### src/rtl/change_dispense_controller_if.sv
// ----------------------------------------------------------------------------
// change_dispense_controller_if
//   Bundles the change-request handshake, the hopper drive/acknowledge pair
//   and the per-transaction result signals that connect the vending FSM and
//   the coin hoppers to change_dispense_controller.
//
//   req_valid / req_ready / req_amount : change request handshake (cents)
//   hopper_q / hopper_d / hopper_n     : hopper eject drives (one at a time)
//   hopper_ack                         : hopper confirms one coin ejected
//   done / short_amt / err_jam         : end-of-transaction result
//
//   master : the vending FSM / hopper side
//   slave  : the controller
// ----------------------------------------------------------------------------
interface change_dispense_controller_if #(
    parameter int AMT_W = 9
);
    logic             req_valid;
    logic             req_ready;
    logic [AMT_W-1:0] req_amount;
    logic             hopper_q;
    logic             hopper_d;
    logic             hopper_n;
    logic             hopper_ack;
    logic             done;
    logic [AMT_W-1:0] short_amt;
    logic             err_jam;

    modport master (
        output req_valid,
        output req_amount,
        output hopper_ack,
        input  req_ready,
        input  hopper_q,
        input  hopper_d,
        input  hopper_n,
        input  done,
        input  short_amt,
        input  err_jam
    );

    modport slave (
        input  req_valid,
        input  req_amount,
        input  hopper_ack,
        output req_ready,
        output hopper_q,
        output hopper_d,
        output hopper_n,
        output done,
        output short_amt,
        output err_jam
    );
endinterface

### src/rtl/change_dispense_controller.sv
// ----------------------------------------------------------------------------
// change_dispense_controller
//   Pays out one change request greedily (quarters, then dimes, then nickels)
//   from tracked coin-tube inventories. One hopper is pulsed at a time and the
//   controller waits for its eject acknowledge before choosing the next coin.
//   A missing acknowledge ends the transaction as a jam. The unpaid remainder
//   (including the sub-nickel part) is reported as short_amt with done.
//
// Ports
//   clk                  system clock, rising edge
//   rst                  synchronous, active-low reset
//   bus                  request / hopper / result interface (slave side)
//   refill_q/d/n         one coin routed into the matching tube this cycle
//   quart/dim/nick       coins of each type paid in the current/last request
//   tube_q/d/n           current tube inventories
// ----------------------------------------------------------------------------
module change_dispense_controller #(
    parameter int AMT_W       = 9,
    parameter int CNT_W       = 9,
    parameter int TUBE_INIT   = 4,
    parameter int PULSE_CYC   = 2,
    parameter int ACK_TIMEOUT = 15
) (
    input  logic                       clk,
    input  logic                       rst,
    change_dispense_controller_if.slave bus,
    input  logic                       refill_q,
    input  logic                       refill_d,
    input  logic                       refill_n,
    output logic [CNT_W-1:0]           quart,
    output logic [CNT_W-1:0]           dim,
    output logic [CNT_W-1:0]           nick,
    output logic [CNT_W-1:0]           tube_q,
    output logic [CNT_W-1:0]           tube_d,
    output logic [CNT_W-1:0]           tube_n
);

    typedef enum logic [2:0] {
        IDLE     = 3'd0,
        SELECT   = 3'd1,
        PULSE    = 3'd2,
        WAIT_ACK = 3'd3,
        FINISH   = 3'd4
    } state_t;

    typedef enum logic [1:0] {
        COIN_Q = 2'd0,
        COIN_D = 2'd1,
        COIN_N = 2'd2
    } coin_t;

    // Counters count down/up to PULSE_CYC-1 and ACK_TIMEOUT-1 respectively.
    localparam int PW = (PULSE_CYC   > 1) ? $clog2(PULSE_CYC)   : 1;
    localparam int TW = (ACK_TIMEOUT > 1) ? $clog2(ACK_TIMEOUT) : 1;
    localparam logic [CNT_W-1:0] TUBE_MAX = '1;

    state_t           state;
    state_t           state_nxt;
    coin_t            coin;
    logic [AMT_W-1:0] rem;
    logic [2:0]       odd;
    logic [PW-1:0]    pulse_cnt;
    logic [TW-1:0]    wait_cnt;
    logic [AMT_W-1:0] short_hold;
    logic             jam_flag;

    logic             accept;
    logic             pick_q;
    logic             pick_d;
    logic             pick_n;
    logic             pick_any;
    logic             pulse_last;
    logic             ack_taken;
    logic             timeout;
    logic [AMT_W-1:0] amt_mod5;
    logic             take_q;
    logic             take_d;
    logic             take_n;

    function automatic logic [AMT_W-1:0] coin_value(input coin_t c);
        case (c)
            COIN_Q:  coin_value = AMT_W'(25);
            COIN_D:  coin_value = AMT_W'(10);
            default: coin_value = AMT_W'(5);
        endcase
    endfunction

    // Refill saturates at full scale; a refill and a payout in the same cycle cancel.
    function automatic logic [CNT_W-1:0] tube_next(input logic [CNT_W-1:0] cur,
                                                   input logic             inc,
                                                   input logic             dec);
        if (inc && !dec)
            tube_next = (cur == TUBE_MAX) ? cur : cur + CNT_W'(1);
        else if (dec && !inc)
            tube_next = cur - CNT_W'(1);
        else
            tube_next = cur;
    endfunction

    assign accept     = bus.req_valid && (state == IDLE);
    assign amt_mod5   = bus.req_amount % AMT_W'(5);
    assign pick_q     = (rem >= AMT_W'(25)) && (tube_q != '0);
    assign pick_d     = (rem >= AMT_W'(10)) && (tube_d != '0);
    assign pick_n     = (rem >= AMT_W'(5))  && (tube_n != '0);
    assign pick_any   = pick_q || pick_d || pick_n;
    assign pulse_last = (pulse_cnt == '0);
    assign ack_taken  = (state == WAIT_ACK) && bus.hopper_ack;
    assign timeout    = (state == WAIT_ACK) && !bus.hopper_ack
                        && (wait_cnt == TW'(ACK_TIMEOUT - 1));
    assign take_q     = ack_taken && (coin == COIN_Q);
    assign take_d     = ack_taken && (coin == COIN_D);
    assign take_n     = ack_taken && (coin == COIN_N);

    assign bus.short_amt = short_hold;
    assign bus.err_jam   = jam_flag;

    // State register
    always_ff @(posedge clk) begin
        if (!rst)
            state <= IDLE;
        else
            state <= state_nxt;
    end

    // Next-state logic
    always_comb begin
        state_nxt = state;
        unique case (state)
            IDLE:     if (accept) state_nxt = SELECT;
            SELECT:   state_nxt = pick_any ? PULSE : FINISH;
            PULSE:    if (pulse_last) state_nxt = WAIT_ACK;
            WAIT_ACK: begin
                if (bus.hopper_ack)
                    state_nxt = SELECT;
                else if (timeout)
                    state_nxt = FINISH;
            end
            FINISH:   state_nxt = IDLE;
            default:  state_nxt = IDLE;
        endcase
    end

    // Outputs decoded from the current state; the hopper drive is never
    // registered so a reset drops it at the same edge.
    always_comb begin
        bus.req_ready = 1'b0;
        bus.hopper_q  = 1'b0;
        bus.hopper_d  = 1'b0;
        bus.hopper_n  = 1'b0;
        bus.done      = 1'b0;
        unique case (state)
            IDLE:   bus.req_ready = 1'b1;
            PULSE: begin
                bus.hopper_q = (coin == COIN_Q);
                bus.hopper_d = (coin == COIN_D);
                bus.hopper_n = (coin == COIN_N);
            end
            FINISH: bus.done = 1'b1;
            default: ;
        endcase
    end

    // Transaction datapath: remainder, coin choice, timers, results
    always_ff @(posedge clk) begin
        if (!rst) begin
            rem        <= '0;
            odd        <= '0;
            coin       <= COIN_Q;
            pulse_cnt  <= '0;
            wait_cnt   <= '0;
            quart      <= '0;
            dim        <= '0;
            nick       <= '0;
            short_hold <= '0;
            jam_flag   <= 1'b0;
        end else begin
            unique case (state)
                IDLE: begin
                    if (accept) begin
                        rem      <= bus.req_amount - amt_mod5;
                        odd      <= amt_mod5[2:0];
                        quart    <= '0;
                        dim      <= '0;
                        nick     <= '0;
                        jam_flag <= 1'b0;
                    end
                end
                SELECT: begin
                    if (pick_q)
                        coin <= COIN_Q;
                    else if (pick_d)
                        coin <= COIN_D;
                    else
                        coin <= COIN_N;
                    pulse_cnt <= PW'(PULSE_CYC - 1);
                    wait_cnt  <= '0;
                    if (!pick_any)
                        short_hold <= rem + AMT_W'(odd);
                end
                PULSE: begin
                    if (!pulse_last)
                        pulse_cnt <= pulse_cnt - PW'(1);
                end
                WAIT_ACK: begin
                    if (bus.hopper_ack) begin
                        rem <= rem - coin_value(coin);
                        if (coin == COIN_Q)
                            quart <= quart + CNT_W'(1);
                        else if (coin == COIN_D)
                            dim <= dim + CNT_W'(1);
                        else
                            nick <= nick + CNT_W'(1);
                    end else if (timeout) begin
                        // Jam: remainder and tube stay as they were.
                        jam_flag   <= 1'b1;
                        short_hold <= rem + AMT_W'(odd);
                    end else begin
                        wait_cnt <= wait_cnt + TW'(1);
                    end
                end
                default: ;
            endcase
        end
    end

    // Tube inventories; refills are accepted in every state
    always_ff @(posedge clk) begin
        if (!rst) begin
            tube_q <= CNT_W'(TUBE_INIT);
            tube_d <= CNT_W'(TUBE_INIT);
            tube_n <= CNT_W'(TUBE_INIT);
        end else begin
            tube_q <= tube_next(tube_q, refill_q, take_q);
            tube_d <= tube_next(tube_d, refill_d, take_d);
            tube_n <= tube_next(tube_n, refill_n, take_n);
        end
    end

endmodule
### src/flat_wrapper.sv
// flat-port wrapper written by rule: the top's interface ports become plain ports
module change_dispense_controller_flat 
#(
    parameter int AMT_W       = 9,
    parameter int CNT_W       = 9,
    parameter int TUBE_INIT   = 4,
    parameter int PULSE_CYC   = 2,
    parameter int ACK_TIMEOUT = 15
)
  (clk, rst, refill_q, refill_d, refill_n, quart, dim, nick, tube_q, tube_d, tube_n, bus_req_valid, bus_req_amount, bus_hopper_ack, bus_req_ready, bus_hopper_q, bus_hopper_d, bus_hopper_n, bus_done, bus_short_amt, bus_err_jam);
  change_dispense_controller_if #(.AMT_W(AMT_W)) bus_i ();
  input  logic clk;
  input  logic rst;
  input  logic refill_q;
  input  logic refill_d;
  input  logic refill_n;
  output logic [CNT_W-1:0] quart;
  output logic [CNT_W-1:0] dim;
  output logic [CNT_W-1:0] nick;
  output logic [CNT_W-1:0] tube_q;
  output logic [CNT_W-1:0] tube_d;
  output logic [CNT_W-1:0] tube_n;
  input wire logic [$bits(bus_i.req_valid)-1:0] bus_req_valid;
  input wire logic [$bits(bus_i.req_amount)-1:0] bus_req_amount;
  input wire logic [$bits(bus_i.hopper_ack)-1:0] bus_hopper_ack;
  output wire logic [$bits(bus_i.req_ready)-1:0] bus_req_ready;
  output wire logic [$bits(bus_i.hopper_q)-1:0] bus_hopper_q;
  output wire logic [$bits(bus_i.hopper_d)-1:0] bus_hopper_d;
  output wire logic [$bits(bus_i.hopper_n)-1:0] bus_hopper_n;
  output wire logic [$bits(bus_i.done)-1:0] bus_done;
  output wire logic [$bits(bus_i.short_amt)-1:0] bus_short_amt;
  output wire logic [$bits(bus_i.err_jam)-1:0] bus_err_jam;
  assign bus_i.req_valid = bus_req_valid;
  assign bus_i.req_amount = bus_req_amount;
  assign bus_i.hopper_ack = bus_hopper_ack;
  assign bus_req_ready = bus_i.req_ready;
  assign bus_hopper_q = bus_i.hopper_q;
  assign bus_hopper_d = bus_i.hopper_d;
  assign bus_hopper_n = bus_i.hopper_n;
  assign bus_done = bus_i.done;
  assign bus_short_amt = bus_i.short_amt;
  assign bus_err_jam = bus_i.err_jam;
  change_dispense_controller #(.AMT_W(AMT_W), .CNT_W(CNT_W), .TUBE_INIT(TUBE_INIT), .PULSE_CYC(PULSE_CYC), .ACK_TIMEOUT(ACK_TIMEOUT)) u_core (.clk(clk), .rst(rst), .bus(bus_i), .refill_q(refill_q), .refill_d(refill_d), .refill_n(refill_n), .quart(quart), .dim(dim), .nick(nick), .tube_q(tube_q), .tube_d(tube_d), .tube_n(tube_n));
endmodule
### config.mk
export PLATFORM = sky130hd
export DESIGN_NAME = change_dispense_controller_flat
export DESIGN_NICKNAME = d
export VERILOG_FILES = /design/src/rtl/change_dispense_controller_if.sv /design/src/rtl/change_dispense_controller.sv /design/src/flat_wrapper.sv
export SDC_FILE = /design/constraint.sdc
export NUM_CORES = 1
export LEC_CHECK = 0
export BUFFER_PORTS_ARGS = -buffer_cell sky130_fd_sc_hd__buf_2
export CAP_MARGIN = 5
export CORE_UTILIZATION = 60
export DETAILED_ROUTE_END_ITERATION = 10
export GPL_ROUTABILITY_DRIVEN = 0
export PLACE_DENSITY = 0.89
export SYNTH_ARGS = -nofsm -noshare
export SYNTH_HDL_FRONTEND = slang
export SYNTH_SLANG_ARGS = --single-unit
### constraint.sdc
create_clock -name clk -period 10.2 [get_ports clk]
set_input_delay 2.04 -clock clk [delete_from_list [all_inputs] [get_ports clk]]
set_output_delay 2.04 -clock clk [all_outputs]
set_load 0.05 [all_outputs]
==> flow_summary.ini, run 1 <==
[setup_path]
crit_arrival_ns = 6.18
crit_path_end_kind = register
path_max_fanout = 22
worstPathRequired_ns = 10.46
r2r_slack_ns = 5.93
startpoint_type = input port
crit_type = in -> reg

[synthesis]
synth_compound_area_frac = 0.193
ys.flop_type = dfxtp_1
ys_seq_area_frac = 0.274
synth.distinct_cells = 77
synth_top_family_by_area = simple AND/OR/NAND/NOR gates
synth-xor-area-share = 0.0766
synthCells = 790
synth_fa_ha_area_frac = 0.102
synth_warnings = 0
synth-simple-area-share = 0.264
synthArstFlopShare = 0
synth_area_um2 = 6290
synth_area_per_cell_um2 = 7.96
synthMuxAreaShare = 0.0416
ys_ff_latch = 86
synth_edf_count = 0

[cts]
cts_resized = 0
clk_latency_ns = 0.37
cts_root_buf = clkbuf_8
clockBufferDepth = 2
clkTransAtPathRegs_ns = 0.10
numCtsBuffers = 9
cts.sinks = 86
cts_tree = built
cts_hold_buffers = 0
postCtsSetupRepairBufs = 0
cts.htree.levels = 3

[sta]
slew_viol_final = 0
post-route-period-util = 0.581
fin_setup_tns_ns = 0
finalSetupViolations = 0
clock.fmax_mhz = 169
rsz0062_at_grt = no
final.setup.worst_slack_ns = 4.28
timing.slew.headroom = 0.183
clock_skew_ns = 0.0209
finalHoldViolCount = 0
period_minus_slack_ns = 5.92
tightest_slew_ns = 1.22

[pwr]
p_int_uw = 654
leakage_uw = 0.00302
pwr-share-clk = 0.208
power_frac_seq = 0.367
p_sw_uw = 498
ir_drop_v = 0.0000937
switching_share = 0.432
combPwrFrac = 0.424
pwr_density_cell_nw_per_um2 = 166

[routing]
vias = 5779
avgRoutedWirePerCell_um = 13.9
drtIter0Drc = 372
antenna_left = 0
wl_met1_mm = 6.31
drt_first_pass_iters = 5
wl_mm = 13.8
dr_wl_met3_um = 609
top_layer_used = met4
viasPerCell = 5.83
drcViolationCount = 0
met2_length_mm = 6.51

[run]
max-cap-violations = 0

[floorplanning]
ios = 85
die-height_um = 104
die_x_um = 104
start_util = 0.615
core_area_um2 = 10200
fp-row-count = 37
dieArea_um2 = 10900

[global_routing]
antenna_found_initial = 0
grt_max_degree = 74
track_usage = 0.255
grt-ovfl-total = 0
grt_pass1_wl_mm = 23.3
grt_pass1_vias = 5117

[status]
outcome = completed

[cells_and_area]
area_growth_pct = 10.2
nets = 913
final_util = 0.678
fill_cells = 823
diodes = 0
drive_gt1_frac = 0.149

[place]
io_buffers = 84
dp_slack_ns = 3.96
dp_hpwl_mm = 10.1

[min_path]
hold_class = reg -> reg
## cell type report
| class | count | area (um2) | share of cell area |
|---|---|---|---|
| inverter | 34 | 128 | 0.0184 |
| tap | 136 | 170 | 0.0245 |
| clock buffer | 9 | 124 | 0.0179 |
| timing repair buffer | 85 | 428 | 0.0617 |
| sequential | 86 | 1720 | 0.248 |
| multi-input combinational | 634 | 4290 | 0.618 |
| clock inverter | 7 | 76.3 | 0.0110 |
## power by group through the flow
stage | registers, uW | clock network (uW) | logic (uW)
2_1_floorplan | 488 | 0 | 332
3_3_place_gp | 429 | 0 | 472
3_5_place_dp | 430 | 0 | 484
4_1_cts | 422 | 244 | 488
5_1_grt | 430 | 257 | 542
6_report | 423 | 240 | 489
## per-stage QoR
step	instances	hold slack [ns]	total power (uW)	instance area, um2
after floorplan	794	0.448	820	6300
after CTS	991	0.496	1150	6930
final	991	0.494	1150	6930
after global placement	975	0.462	901	6730
after detailed placement	975	0.482	914	6730
after global routing	991	0.527	1230	6930
## worst max-delay path: stages
cell       delay, ns
buf_2           0.22
or3b_1          0.43
a21boi_0        0.18
a2111oi_0       0.09
o21ai_1         0.95
a22o_1          0.28
nand2_1         0.05
a41oi_1         0.38
inv_1           0.08
ha_1            0.28
a21o_1          0.21
o21ai_0         0.22
nor3_1          0.09
nor4_2          0.36
mux2i_1         0.12
o211a_1         0.20
## per-layer routing
metal / global-route usage / up-vias
li1: - / 2914
met1: 0.330 / 2667
met2: 0.429 / 164
met3: 0.0351 / 34
met4: 0.100 / 0
met5: 0 / -
## Yosys cell counts, types with 14 or more instances
cell      count  share of area
dfxtp_1      86           0.27
nand2_1      70          0.042
nor2_1       68          0.041
a21oi_1      52          0.041
ha_1         41          0.082
o21ai_0      41          0.033
nor2b_1      38          0.038
inv_1        34          0.020
clkbuf_1     32          0.019
xnor2_1      28          0.039
nand3_1      27          0.021
xor2_1       27          0.038
mux2i_1      25          0.040
nor3_1       20          0.016
nand4_1      14          0.014
## kinds of logic after synthesis
family | count (synthesis)
compound gates | 183
xor+xnor | 55
fa+ha+maj | 48
buf+inv | 74
flops | 86
mux | 26
other cells | 1
simple gates | 317
## registers in the layout, summed over array words and instances, names as in the netlist
signal and count:
u_core.pulse_cnt 1, u_core.rem 9, u_core.odd 3, u_core.wait_cnt 4
u_core.nick 9, u_core.tube_d 9, u_core.coin 2, u_core.bus.err_jam 1
u_core.dim 9, u_core.tube_q 9, u_core.bus.short_amt 9, u_core.quart 9
u_core.state 3, u_core.tube_n 9
## final timing paths
check / from / cells after the start / end
hold / removal: u_core.odd[2] / 2 / u_core.odd[2]
hold reg to reg: u_core.odd[2] / 2 / u_core.odd[2]
setup reg to reg: u_core.state[0] / 14 / u_core.tube_n[8]
setup / recovery: bus_req_amount[6] / 16 / u_core.rem[5]
## placed cells by master, fill, tap and decap left out, types with 25 or more instances in the layout
cell type,instances
a21oi_1,52
buf_2,84
dfxtp_1,86
ha_1,41
inv_1,34
mux2i_1,25
nand2_1,70
nand3_1,27
nor2_1,68
nor2b_1,38
o21ai_0,41
xnor2_1,28
xor2_1,27
Note: power is estimated with default switching activity, not from simulation.
==> run 2: changes to the inputs <==
- ABC_AREA: default -> 1
- CORE_UTILIZATION: 60 -> 52
- PLACE_DENSITY: 0.89 -> 0.83
- clock period: 10.2 -> 4.82 ns (I/O delays scaled with it)
==> run 2 against run 1 <==
Register-to-register slack worse by 4.6 ns. Wire length fell by 4.6%. Combinational power up 120%. Area after synthesis shrank 8.8%. Cell count increased by 6.2%. Clock-buffer cell count grew 1. Synthesized cell count rose by 3.9%. First-iteration DRC count down 10%.
==> flow_summary.ini, run 2 <==
[pwr]
power.total_uw = 2480
ir_drop_v = 0.000187
switching_share = 0.415
p_int_uw = 1450
p_sw_uw = 1030
combPwrFrac = 0.427
pwr-share-clk = 0.226
power_frac_seq = 0.347
leakage_uw = 0.00315
pwr_density_cell_nw_per_um2 = 378

[synthesis]
synth_most_common_cell = nand2_1
synth_edf_count = 0
synth_area_um2 = 5740
ys_seq_area_frac = 0.300
synthArstFlopShare = 0
ys_ff_latch = 86
synth_top_area_share = 0.300
ys_top_cells_by_count = nand2_1 (119), a21oi_1 (91), inv_1 (91), nor2_1 (88), dfxtp_1 (86)
synth.distinct_cells = 45
yosysTopAreaCell = dfxtp_1
synthCells = 821
ys.flop_type = dfxtp_1
netlist_top_cells_area = dfxtp_1 (30%), ha_1 (8.9%), a21oi_1 (7.9%)
synth_area_per_cell_um2 = 6.99
synth_warnings = 0

[setup_path]
crit_arrival_ns = 4.70
r2r_end = u_core.tube_d[8]
startpoint = bus_req_amount[6]
cp_num_cells = 33
slowest_stage = fa_1
crit_family = simple AND/OR/NAND/NOR gates
cp.buffers_inverters = 6
r2r_slack_ns = 1.29
crit_type = in -> reg
startpoint_type = input port
cp-endpoint = u_core.rem[8]
rr_worst_depth = 23
crit_path_end_kind = register
rr_startpoint = u_core.state[0]
max_stage_delay_ns = 0.40
path_max_fanout = 5
cp_common_cell = nand2_2
worstPathRequired_ns = 5.11

[place]
io_buffers = 84
dp_hpwl_mm = 9.80
place_area_um2 = 6320

[run]
max-cap-violations = 0

[routing]
wl_mm = 13.1
viasPerCell = 5.39
antenna_left = 0
drtIter0Drc = 333
drcViolationCount = 0
vias = 5668
avgRoutedWirePerCell_um = 12.5
drt_first_pass_iters = 5

[global_routing]
antenna_found_initial = 0
grt-ovfl-total = 0
grt_max_degree = 54
grt_pass1_wl_mm = 22.5
grt_pass1_vias = 5189
track_usage = 0.236

[cts]
numCtsBuffers = 9
clockBufferDepth = 2
cts.sinks = 86
cts_tree = built
clkTransAtPathRegs_ns = 0.09
clk_latency_ns = 0.35
cts_hold_buffers = 0
cts_root_buf = clkbuf_8
cts.htree.levels = 3

[sta]
timing.hold.ws_ns = 0.455
clock_skew_ns = 0.0127
slew_viol_final = 0
period_minus_slack_ns = 4.41
finalSetupViolations = 0
post-route-period-util = 0.915
timing.slew.headroom = 0.664
clock.fmax_mhz = 227
finalHoldViolCount = 0
tightest_slew_ns = 0.504

[floorplanning]
die-height_um = 107
start_util = 0.546
die_x_um = 107
dieArea_um2 = 11500
fp-row-count = 37
core_area_um2 = 10500
ios = 85

[status]
outcome = completed

[cells_and_area]
drive_gt1_frac = 0.174
final_common_cell = nand2_1
final_area_um2 = 6570
area_growth_pct = 14.6
diodes = 0
final_cell_mix = nand2_1 (119), inv_1 (91), a21oi_1 (91)
nets = 975

[min_path]
hold_class = reg -> reg
==> run 2: changes by cell type in the layout (fill, tap and decap cells not counted), sizes merged, moves of 12 or more <==
cell,change
o21ai,+38
and2,-12
nor2b,-38
nand3,+30
mux2i,-25
o21bai,-12
a21oi,+41
nor2,+21
xnor2,-18
inv,+63
nand2,+72
==> run 2: cell families (layout without fill, tap and decap cells) <==
logic type / count (synthesis) / in the layout / share of synthesized area
flip-flops: 86 / 86 / 0.300
AND/OR/NAND/NOR: 338 / 338 / 0.275
adder cells (fa/ha/maj): 47 / 47 / 0.110
buffers and inverters: 117 / 208 / 0.0794
XOR/XNOR: 28 / 28 / 0.0428
AO/OA/AOI/OAI: 204 / 204 / 0.192
other: 1 / 5 / 0.000654
==> run 2: worst min path at each step <==
stage,slack [ns],depth (start not counted),endpoint,startpoint
floorplan,0.43,2,u_core.odd[0],u_core.odd[0]
global placement,0.44,1,u_core.dim[8],u_core.dim[8]
detailed placement,0.44,1,u_core.nick[8],u_core.nick[8]
CTS,0.46,1,u_core.nick[8],u_core.nick[8]
global route,0.49,1,u_core.nick[8],u_core.nick[8]
finish,0.46,1,u_core.nick[8],u_core.nick[8]
==> run 2: per-stage QoR <==
stage,setup WS [ns],utilization,std cells,TNS [ns]
after floorplan,0.654,-,825,0
after global placement,0.293,0.601,1036,0
after detailed placement,0.0634,0.601,1036,0
after CTS,0.425,0.622,1051,0
after global routing,-0.00751,0.625,1052,-0.0165
final,0.409,0.625,1052,0
==> run 2: per-layer routing <==
metal,GRT usage,up-vias,routed length (um)
met5,0,-,0
met4,0.0568,0,129
met3,0.0377,10,571
met2,0.403,125,6100
met1,0.311,2577,6330
li1,-,2956,-
==> run 2: worst register-to-register path, cell delays in order, from the launching register on <==
cell and delay [ns]:
dfxtp_1 0.41, nand2_1 0.09, nor2_1 0.09, buf_4 0.18, inv_2 0.06, nor2_1 0.24
inv_1 0.12, nor2_1 0.29, nor2_1 0.13, inv_1 0.10, ha_1 0.26, nand2_1 0.08
inv_1 0.05, o21ai_0 0.15, nand2_1 0.11, a21oi_1 0.14, nor2_1 0.05, nor2_1 0.14
nor2_1 0.06, o21a_1 0.18, o21ai_0 0.14, nand3_1 0.10, o21ai_0 0.17, a21oi_1 0.06
==> run 2: cell type report <==
cell class,instances,area (um2)
Clock buffer,10,138
Sequential cell,86,1720
Timing Repair Buffer,92,480
Inverter,101,382
Multi-Input combinational cell,622,3600
Clock inverter,5,81.3
Tap cell,136,170
Fill cell,960,3940
==> run 2: power groups by stage <==
| stage | combinational [uW] | clock [uW] | sequential (uW) |
|---|---|---|---|
| floorplan | 732 | 0 | 961 |
| global placement | 1010 | 0 | 874 |
| detailed placement | 1030 | 0 | 873 |
| CTS | 1040 | 573 | 858 |
| global route | 1190 | 602 | 873 |
| finish | 1060 | 561 | 860 |
==> run 2: what timing repair did <==
action	in CTS	in global routing
setup endpoints to repair	0	2
buffers inserted	0	1
gates resized for setup	0	4
==> run 3: changes to the inputs <==
- CTS_BUF_LIST: default -> sky130_fd_sc_hd__clkbuf_16
==> run 3 against run 2 <==
First-iteration DRC count is 5.1% higher. Critical path depth unchanged. Largest cell class unchanged. Clock-buffer cell count shrank 1. Clock skew down 0.0040 ns. Non-clock buffer count unchanged. Sequential share of layout area shrank 0.36 points. Wire length rose by 1.7%. Utilization grew 0.87 points. Clock power increased by 31%. Worst hold slack lost 0.0055 ns. Power increased by 7.3%. Fmax decreased by 0.47%.
==> flow_summary.ini, run 3 (synthesis results as in run 2) <==
[cells_and_area]
drive_gt1_frac = 0.172
diodes = 0
final_cell_mix = nand2_1 (119), inv_1 (91), a21oi_1 (91)
final_common_cell = nand2_1
final_cells = 1052
area_growth_pct = 16.1
nets = 975
final_util = 0.634

[setup_path]
crit_path_end_kind = register
worstPathRequired_ns = 5.10
rr_worst_depth = 22
slowest_stage = fa_1
r2r_end = u_core.tube_q[8]
cp_common_cell = nand2_2
path_max_fanout = 5
r2r_slack_ns = 1.29
max_stage_delay_ns = 0.40
rr_startpoint = u_core.state[0]
startpoint_type = input port
crit_arrival_ns = 4.71
crit_type = in -> reg

[sta]
slew_viol_final = 0
finalSetupViolations = 0
tightest_slew_ns = 0.514
clock_skew_ns = 0.00863
clock.fmax_mhz = 226
post-route-period-util = 0.919
period_minus_slack_ns = 4.43
timing.hold.ws_ns = 0.449
finalHoldViolCount = 0
fin_setup_tns_ns = 0
timing.slew.headroom = 0.657

[cts]
cts.sinks = 86
clkTransAtPathRegs_ns = 0.06
cts_root_buf = clkbuf_16
cts.htree.levels = 3
numCtsBuffers = 9
clk_latency_ns = 0.34
cts_tree = built
clockBufferDepth = 2

[routing]
viasPerCell = 5.44
wl_mm = 13.4
drcViolationCount = 0
vias = 5728
antenna_left = 0
drtIter0Drc = 350
drt_first_pass_iters = 5
avgRoutedWirePerCell_um = 12.7

[min_path]
hold_end = u_core.nick[8]
hp-start = u_core.nick[8]
hold_class = reg -> reg
min_path_cells = 1

[pwr]
leakage_uw = 0.00319
ir_drop_v = 0.000187
pwr_density_cell_nw_per_um2 = 400

[floorplanning]
fp-row-count = 37
ios = 85
core_area_um2 = 10500
start_util = 0.546
die-height_um = 107
dieArea_um2 = 11500
die_x_um = 107

[global_routing]
grt-ovfl-total = 0
grt_pass1_vias = 5200
grt_max_degree = 54
grt_pass1_wl_mm = 22.8
antenna_found_initial = 0
track_usage = 0.242

[run]
max-cap-violations = 0

[place]
placedCellCount = 1036
dp_hpwl_mm = 9.80
io_buffers = 84

[status]
outcome = completed
-- run 3: cell count changes in the layout (fill, tap and decap cells not counted), sizes merged --
cell    previous run  this run
clkbuf            10         9
clkinv             3         4
-- run 3: area by class of cell --
| type | count | area [um2] |
|---|---|---|
| clock buffers | 9 | 225 |
| clock inverters | 6 | 85.1 |
| fillers | 948 | 3850 |
| inverters | 101 | 382 |
| multi-input cells | 622 | 3600 |
| flip-flops and latches | 86 | 1720 |
| well taps | 136 | 170 |
| repair buffers | 92 | 480 |
-- run 3: metrics by stage --
| step | power, uW | worst slack (ns) | area (um2) |
|---|---|---|---|
| 3_5_place_dp | 1900 | 0.0634 | 6320 |
| 6_report | 2660 | 0.388 | 6660 |
| 4_1_cts | 2640 | 0.401 | 6630 |
| 3_3_place_gp | 1880 | 0.293 | 6320 |
| 5_1_grt | 2840 | -0.0308 | 6660 |
| 2_1_floorplan | 1690 | 0.654 | 5750 |
-- run 3: report_power, final --
part	leakage [uW]	total (uW)	internal (uW)	switching, uW
Clock	0.000149	734	450	284
Sequential	0.000703	861	778	83.4
Combinational	0.00233	1070	371	696
Total	0.00319	2660	1600	1060
-- run 3: worst max path at each step --
| stage | start | endpoint | slack, ns |
|---|---|---|---|
| after floorplan | bus_req_amount[6] | u_core.rem[7] | 0.65 |
| after global placement | bus_req_amount[6] | u_core.rem[7] | 0.29 |
| after detailed placement | bus_req_amount[6] | u_core.rem[7] | 0.06 |
| after CTS | bus_req_amount[6] | u_core.rem[7] | 0.40 |
| after global routing | bus_req_amount[6] | u_core.rem[7] | -0.03 |
| final | bus_req_amount[6] | u_core.rem[8] | 0.39 |
-- run 3: metal layers --
metal | share of wire | GRT usage | routed length [um]
met4 | 0.011 | 0.0646 | 146
met2 | 0.46 | 0.412 | 6180
met5 | 0 | 0 | 0
met3 | 0.052 | 0.0377 | 692
met1 | 0.47 | 0.316 | 6340
-- run 3: worst max-delay path, delay by kind of cell --
kind / cells / cell delay [ns]
AOI/OAI and AO/OA: 3 / 0.48
buffers and inverters: 6 / 0.61
adders and majority gates: 1 / 0.40
and+or+nand+nor: 22 / 2.08
xor gates and xnor gates: 1 / 0.16
-- run 3: repair_timing --
item | CTS | global route
hold buffers | 0 | 0
setup buffers | 0 | 1
endpoints found under the setup margin | 0 | 2
resized for setup | 0 | 4
hold endpoints to repair | 0 | 0
